--- config.mk ---
export PLATFORM = sky130hd
export DESIGN_NAME = sram_1rw_port_arbiter
export DESIGN_NICKNAME = d
export VERILOG_FILES = /design/src/rtl/sram_1rw_port_arbiter_pkg.sv /design/src/rtl/sram_1rw_port_arbiter_rr_arbiter_2.sv /design/src/rtl/sram_1rw_port_arbiter.sv
export SDC_FILE = /design/constraint.sdc
export NUM_CORES = 1
export LEC_CHECK = 0
export ABC_AREA = 1
export CAP_MARGIN = 30
export CORE_AREA = 2 2 97 99
export CTS_BUF_LIST = sky130_fd_sc_hd__clkbuf_16
export DETAILED_ROUTE_END_ITERATION = 7
export DIE_AREA = 0 0 99 101
export GPL_TIMING_DRIVEN = 0
export PLACE_DENSITY_LB_ADDON = 0.25
export SYNTH_ARGS = -nofsm -noshare
export SYNTH_HDL_FRONTEND = slang
export SYNTH_SLANG_ARGS = --single-unit
--- constraint.sdc ---
create_clock -name clk -period 4.8 [get_ports clk]
set_clock_uncertainty 0.2 [all_clocks]
set_input_delay 1.44 -clock clk [delete_from_list [all_inputs] [get_ports clk]]
set_output_delay 1.44 -clock clk [all_outputs]
set_load 0.05 [all_outputs]
--- src/rtl/sram_1rw_port_arbiter_pkg.sv ---
// Shared definitions for the two-port SRAM arbiter:
// request-type encoding and the transaction FSM state encoding.
package sram_1rw_port_arbiter_pkg;

    localparam logic REQ_READ  = 1'b0;
    localparam logic REQ_WRITE = 1'b1;

    typedef enum logic [1:0] {
        ST_IDLE = 2'd0,
        ST_CAPT = 2'd1,
        ST_RESP = 2'd2
    } state_e;

    // Index of the granted port for a one-hot two-bit grant vector.
    function automatic logic grant_index(input logic [1:0] grant);
        return grant[1];
    endfunction

endpackage

--- src/rtl/sram_1rw_port_arbiter_rr_arbiter_2.sv ---
// Two-input round-robin arbiter: combinational one-hot grant, priority
// pointer moves to the other port whenever a grant is actually consumed.
module rr_arbiter_2 (
    input  logic       clk,
    input  logic       reset,
    input  logic [1:0] i_val,
    input  logic       i_en,
    output logic [1:0] o_grant
);

    logic r_ptr;

    always_comb begin
        o_grant = 2'b00;
        case (i_val)
            2'b01:   o_grant = 2'b01;
            2'b10:   o_grant = 2'b10;
            2'b11:   o_grant = r_ptr ? 2'b10 : 2'b01;
            default: o_grant = 2'b00;
        endcase
    end

    // Winner drops to lowest priority: port 0 winning points ptr at port 1.
    always_ff @(posedge clk) begin
        if (reset) begin
            r_ptr <= 1'b0;
        end else if (i_en && (o_grant != 2'b00)) begin
            r_ptr <= o_grant[0];
        end
    end

endmodule

--- src/rtl/sram_1rw_port_arbiter.sv ---
// Shares one external 1rw SRAM (1-cycle read latency) between two val/rdy
// requesters; one transaction in flight, every request gets a response.
module sram_1rw_port_arbiter
    import sram_1rw_port_arbiter_pkg::*;
#(
    parameter  int p_data_nbits  = 32,
    parameter  int p_num_entries = 256,
    localparam int c_addr_nbits  = $clog2(p_num_entries),
    localparam int c_data_nbytes = (p_data_nbits + 7) / 8
) (
    input  logic                     clk,
    input  logic                     reset,

    input  logic                     req0_val,
    output logic                     req0_rdy,
    input  logic                     req0_type,
    input  logic [c_addr_nbits-1:0]  req0_addr,
    input  logic [p_data_nbits-1:0]  req0_data,
    input  logic [c_data_nbytes-1:0] req0_byte_en,

    output logic                     resp0_val,
    input  logic                     resp0_rdy,
    output logic                     resp0_type,
    output logic [p_data_nbits-1:0]  resp0_data,

    input  logic                     req1_val,
    output logic                     req1_rdy,
    input  logic                     req1_type,
    input  logic [c_addr_nbits-1:0]  req1_addr,
    input  logic [p_data_nbits-1:0]  req1_data,
    input  logic [c_data_nbytes-1:0] req1_byte_en,

    output logic                     resp1_val,
    input  logic                     resp1_rdy,
    output logic                     resp1_type,
    output logic [p_data_nbits-1:0]  resp1_data,

    output logic                     sram_read_en,
    output logic [c_addr_nbits-1:0]  sram_read_addr,
    input  logic [p_data_nbits-1:0]  sram_read_data,
    output logic                     sram_write_en,
    output logic [c_data_nbytes-1:0] sram_write_byte_en,
    output logic [c_addr_nbits-1:0]  sram_write_addr,
    output logic [p_data_nbits-1:0]  sram_write_data
);

    state_e                    r_state;
    state_e                    w_next_state;
    logic                      r_owner;
    logic                      r_type;
    logic [p_data_nbits-1:0]   r_resp_data;

    logic [1:0]                w_grant;
    logic [1:0]                w_rdy;
    logic [1:0]                w_resp_val;
    logic                      w_idle;
    logic                      w_fire;
    logic                      w_sel;
    logic                      w_type;
    logic [c_addr_nbits-1:0]   w_addr;
    logic [p_data_nbits-1:0]   w_data;
    logic [c_data_nbytes-1:0]  w_byte_en;

    rr_arbiter_2 u_arb (
        .clk     (clk),
        .reset   (reset),
        .i_val   ({req1_val, req0_val}),
        .i_en    (w_fire),
        .o_grant (w_grant)
    );

    // Requests are only accepted in IDLE and never while reset is held.
    assign w_idle = (r_state == ST_IDLE) && !reset;
    assign w_rdy  = w_idle ? w_grant : 2'b00;
    assign w_fire = |w_rdy;
    assign w_sel  = grant_index(w_grant);

    assign req0_rdy = w_rdy[0];
    assign req1_rdy = w_rdy[1];

    assign w_type    = w_sel ? req1_type    : req0_type;
    assign w_addr    = w_sel ? req1_addr    : req0_addr;
    assign w_data    = w_sel ? req1_data    : req0_data;
    assign w_byte_en = w_sel ? req1_byte_en : req0_byte_en;

    // SRAM fields are forced to zero outside a fire so nothing leaks X.
    assign sram_read_en       = w_fire && (w_type == REQ_READ);
    assign sram_write_en      = w_fire && (w_type == REQ_WRITE);
    assign sram_read_addr     = w_fire ? w_addr    : '0;
    assign sram_write_addr    = w_fire ? w_addr    : '0;
    assign sram_write_data    = w_fire ? w_data    : '0;
    assign sram_write_byte_en = w_fire ? w_byte_en : '0;

    always_ff @(posedge clk) begin
        if (reset) begin
            r_state <= ST_IDLE;
        end else begin
            r_state <= w_next_state;
        end
    end

    always_comb begin
        w_next_state = r_state;
        w_resp_val   = 2'b00;
        case (r_state)
            ST_IDLE: begin
                if (w_fire) begin
                    w_next_state = ST_CAPT;
                end
            end
            ST_CAPT: begin
                w_next_state = ST_RESP;
            end
            ST_RESP: begin
                w_resp_val[r_owner] = !reset;
                if ((r_owner ? resp1_rdy : resp0_rdy)) begin
                    w_next_state = ST_IDLE;
                end
            end
            default: begin
                w_next_state = ST_IDLE;
            end
        endcase
    end

    // Read data is captured the cycle after the SRAM was enabled.
    always_ff @(posedge clk) begin
        if (reset) begin
            r_owner     <= 1'b0;
            r_type      <= REQ_READ;
            r_resp_data <= '0;
        end else begin
            if (w_fire) begin
                r_owner <= w_sel;
                r_type  <= w_type;
            end
            if (r_state == ST_CAPT) begin
                r_resp_data <= (r_type == REQ_WRITE) ? '0 : sram_read_data;
            end
        end
    end

    assign resp0_val  = w_resp_val[0];
    assign resp1_val  = w_resp_val[1];
    assign resp0_type = r_type;
    assign resp1_type = r_type;
    assign resp0_data = r_resp_data;
    assign resp1_data = r_resp_data;

endmodule
* Word-level counts from Yosys, hierarchy flattened
Index checks and enable logic that the tools add are counted. Widths: inputs -> output; s select.
Storage, ports and cells: register bits 37, input port bits 128, output and inout port bits 124, logic and storage cells 44
Cells by class: $lt $le $gt $ge 2, eq/ne operators 7, mux-type cells 18, bitwise operators 2, reduce and logical (&&, ||, !) cells 10
Operator list (number):
- $mux 32 | 3
- $mux 8 | 2
- $pmux 2 s3 | 2
- $mux 2 | 5
- $mux 4 | 2
- $eq 2x2->1 const B | 3
- $logic_and 1x1->1 | 5
- $eq 2x1->1 const B | 2
- $mux 1 | 3
- $and 2x2->2 | 1
- $logic_not 2->1 | 1
- $lt 1x2->1 const B | 1
- $ne 2x1->1 const B | 1
- $ne 2x2->1 const B | 1
- $reduce_and 2->1 | 1
- $reduce_bool 2->1 | 1
- $reduce_or 2->1 | 1
- $demux 1 s1 | 1
- $ge 1x1->1 const B | 1
- $logic_not 1->1 | 1
- $not 1->1 | 1

* Logic depth before layout (Yosys ltp)
depth in word-level cells 6, gate-level depth with buffers 8, gate-level depth less buffers 7

* By module
A second synthesis with hierarchy kept.
Unflattened totals: cells, all modules 372, area total of the unflattened synthesis 2368.5 um2
Modules (own cells, without submodules):
- sram_1rw_port_arbiter | times used 1, cells each 364, area each 2308.5 um2, sequential area each 720.7 um2
- rr_arbiter_2 | times used 1, cells each 8, area each 60.1 um2, sequential area each 20.0 um2

* Worst setup path before layout
Ideal clock, no wire load.
kind in2out, start point input req1_val, end point output sram_write_addr[2], data arrival time 3203 ps, required time 3160 ps, slack -43 ps, stages on the path 6, path buffers 3, cells stage by stage nand2_1 > buf_6 > clkbuf_1 > nand3_1 > a21oi_1 > buf_4
Between the ends: word-level cells in the longest chain between the ends 5, elaborated cells on any way between the ends 8, classes of those cells eq/ne (3); mux (4); reduce/logical (1)
Ends and longest elaborated chain:
- from (decl) | line sram_1rw_port_arbiter.sv:26 | input logic req1_val,
- $eq 2x2->1 / $eq 2x1->1 (equally long branches) | line sram_1rw_port_arbiter_rr_arbiter_2.sv:15 | case (i_val)
- $pmux 2 s3 (*) | line sram_1rw_port_arbiter_rr_arbiter_2.sv:15
- $mux 2 | line sram_1rw_port_arbiter.sv:74 | assign w_rdy = w_idle ? w_grant : 2'b00;
- $reduce_or 2->1 | line sram_1rw_port_arbiter.sv:75 | assign w_fire = |w_rdy;
- $mux 8 (*)
- to (decl) | line sram_1rw_port_arbiter.sv:43 | output logic [c_addr_nbits-1:0] sram_write_addr,
Mark *: on every way between the ends. The rest lies on a longest branch, timed or not.

* Worst setup path after layout
start point input req0_val, end point output sram_write_byte_en[3]
Between the ends: word-level cells in the longest chain between the ends 5, elaborated cells on any way between the ends 8, classes of those cells eq/ne (3); mux (4); reduce/logical (1)
Ends and longest elaborated chain:
- from (decl) | line sram_1rw_port_arbiter.sv:14 | input logic req0_val,
- $eq 2x2->1 / $eq 2x1->1 (equally long branches) | line sram_1rw_port_arbiter_rr_arbiter_2.sv:15
- $pmux 2 s3 (*) | line sram_1rw_port_arbiter_rr_arbiter_2.sv:15
- $mux 2 | line sram_1rw_port_arbiter.sv:74
- $reduce_or 2->1 | line sram_1rw_port_arbiter.sv:75
- $mux 4 (*) | line sram_1rw_port_arbiter.sv:92 | assign sram_write_byte_en = w_fire ? w_byte_en : '0;
- to (decl) | line sram_1rw_port_arbiter.sv:42 | output logic [c_data_nbytes-1:0] sram_write_byte_en,
Marked as above.

==> summary.md <==
| Metric | Value |
|---|---|
| Status | finished clean |
| Crit share post-route | 0.976 |
| Flop and latch count out of synthesis | 37 |
| Final Critical Period | about 4.7 ns |
| Syn nets | about 500 |
| Slew HR | 0.628 |
| Sw Share | 0.419 |
| IO Count | 252 |
| Num Clock Sinks | 37 |
| Cts hold-fix bufs | 0 |
| Vias/cell | 4.64 |
| Peak VDD IR | about 0.16 mV |
| Setup crit start kind | input pin |
| Fin cells | approximately 750 |
| RSZ-0062 raised after global routing | false |
| Port bufs | 250 |
| Die height | a little over 100 um |
| Slew @ Worst Pin | between 0.5 and 0.6 ns |
| Placed wire-length estimate | a little under 9000 um |
| Sw Pwr | around 0.00062 W |
| Worst Hold Class | flip-flop to flip-flop |
| Final nets | 762 |
| Pin count of the biggest net entering global routing | 13 |
| Slowest-stage cell, CP | clkdlybuf4s15_1 |
| DIE AREA | 10000 um2 |
| Finished Cell Area | around 5200 um2 |
| Aggregate routed wire length | approximately 11000 um |
| Post-Place Cells | ~740 |
| MaxCap Viol Count | 0 |
| Cell count after synthesis | between 300 and 400 |
| Crit end category | output port |
| CTS tree | yes |
| Worst-path maximum fanout | 10 |
| Routability cong. | roughly 0.80 |
| Clock share of power | 0.241 |
| Root Driver | clkbuf_16 |
| Crit-path cells | clkdlybuf4s50_1 -> inv_1 -> nand2_4 -> nand2_2 -> o21ai_2 -> buf_6 -> a21oi_1 -> clkdlybuf4s15_1 |
| Post-synth top cells | nand2_1 (85), nand3_1 (79), a21oi_1 (49) |
| Top cell type's share of synthesized area | 0.287 |
| Peak Freq | 213 MHz |
| Initial Utilization | 0.288 |
| Crit Path Class | input pin to output port |
| Share of cells above drive strength 1 | 0.269 |
| Total CTS buffers | 5 |
| Max clock buf depth | 2 |
| Worst EP required | roughly 3.2 ns |
| Average cell area after synthesis | around 6.9 um2 |
| Crit path buf inv count | 4 |
| Unique masters post-synth | 20 |
| Grt ovf | 0 |
| FP Rows | 35 |
| Fin. max-slew vios | 0 |
| Dominant cell type by area after synthesis | dfxtp_1 |
| Drt pass-1 iters | 4 |
| Post-DRT Antenna Nets | 0 |
| Wire per inst | 14.1 um |
| Final-report setup violation count | 0 |
| Comb power frac | 0.522 |
| Cell area after placement | 5250 um2 |
| DRT iter0 DRCs | 70 |
| Setup TNS | 0 ns |
| Layout area overhead | 102% |
| H-tree Lvls | 2 |
| Sequential area share after synthesis | 0.287 |
| First-pass GRT wire length | roughly 16000 um |
| Initial antenna violation count | 0 |
| Clock-pin slew on the worst setup and hold paths | around 0.05 ns |
| FFs w/ async S/R, synth | 0 |
| Via count | 3463 |
| N_diodes | 0 |
| EDFF count, synth | 0 |
| GRT Util Overall | 0.202 |
| Final Hold Vio Count | 0 |
| Remaining DRCs | 0 |
| Cell Area, Synth | about 2600 um2 |
| Core area | ~9000 um2 |
| Vias in the first global route | about 3500 |
| Top cells by area, synth | dfxtp_1 (29%), nand3_1 (15%), buf_4 (13%) |
| Flop pwr share | 0.237 |
| Clk Latency, worst-skew pair | 0.27 ns |
| Crit-path max cell delay | between 0.4 and 0.5 ns |
| Cell family with most CP delay | buffers and inverters |
| Top-count cell post-synth | nand2_1 |
| PwrDens | between 200 and 300 nW/um2 |
| Internal | 0.000868 W |
| Ys Warns | 0 |
| Critical path arrival | roughly 3.1 ns |
| Leakage power | 2.21 nW |
| Top FF cell, synth | dfxtp_1 |
| Die Wd | between 90 and 100 um |
[timing repair]
action                                 in CTS  in global routing
buffers inserted                            0                  0
gates resized for setup                   240                 27
setup endpoints to repair                  56                 47
endpoints found under the hold margin       0                  0
[final timing paths]
path	depth (start not counted)	startpoint	slack [ns]	endpoint
min reg2reg	2	resp0_data[7]$_SDFFE_PP0N_	0.28	resp0_data[7]$_SDFFE_PP0N_
max	8	req0_val	0.11	sram_write_byte_en[3]
max reg2reg	7	u_arb.r_ptr$_SDFFE_PP0P_	3.31	r_state[0]$_SDFFE_PP0P_
min	2	resp0_data[7]$_SDFFE_PP0N_	0.28	resp0_data[7]$_SDFFE_PP0N_
[layer usage]
metal	global-route usage	vias to the layer above	share of wire
met5	0	-	0
met4	0.0790	0	0.033
met3	0.0659	22	0.094
met2	0.386	164	0.52
met1	0.203	1545	0.35
li1	-	1732	-
[power groups by stage]
stage	sequential [W]	combinational (W)	clock (W)
4_1_cts	0.000354	0.000790	0.000370
3_5_place_dp	0.000361	0.000812	0
6_report	0.000353	0.000779	0.000360
5_1_grt	0.000357	0.000826	0.000381
2_1_floorplan	0.000429	0.000437	0
3_3_place_gp	0.000359	0.000803	0
[kinds of logic after synthesis]
| group | Yosys count | synth area share |
|---|---|---|
| compound gates | 81 | 0.201 |
| flops | 37 | 0.287 |
| simple gates | 175 | 0.300 |
| buf+inv | 84 | 0.212 |
[worst min-delay path, stage by stage (launching register included)]
cell and delay, ns:
dfxtp_1 0.32, nand2_1 0.06, a21oi_1 0.05
[registers in the layout, indices dropped and copies added (netlist names)]
| name | cells |
|---|---|
| u_arb.r_ptr | 1 |
| resp0_data | 32 |
| r_state | 2 |
| resp0_type | 1 |
| r_owner | 1 |
[through the flow]
step                      total power (W)  hold WS, ns   util  setup WS, ns
after floorplan                  0.000866        0.245      -        0.0413
after global placement            0.00116        0.260  0.585        -0.564
after detailed placement          0.00117        0.272  0.585        -0.583
after CTS                         0.00151        0.281  0.588       -0.0122
after global routing              0.00156        0.301  0.580       0.00148
final                             0.00149        0.281  0.580         0.115
[layout make-up]
class	count	area, um2
multi-input combinational	256	1320
clock buffer	5	125
timing repair buffer	250	2280
fill	854	3770
clock inverter	3	41.3
tap	111	139
inverter	11	42.5
buffer	73	514
sequential	37	741
[cell usage in the layout, fill, tap and decap left out, drive strengths merged, types with 6 or more instances in the layout]
| cell type | Yosys | layout |
|---|---|---|
| dfxtp | 37 | 37 |
| inv | 10 | 10 |
| nand2 | 88 | 88 |
| nand3 | 79 | 79 |
| clkdlybuf4s50 | 0 | 193 |
| buf | 59 | 106 |
| clkbuf | 14 | 20 |
| clkdlybuf4s15 | 0 | 6 |
| nor2 | 6 | 6 |
| a21oi | 78 | 78 |
No activity file was read; power rests on OpenSTA's default activity.
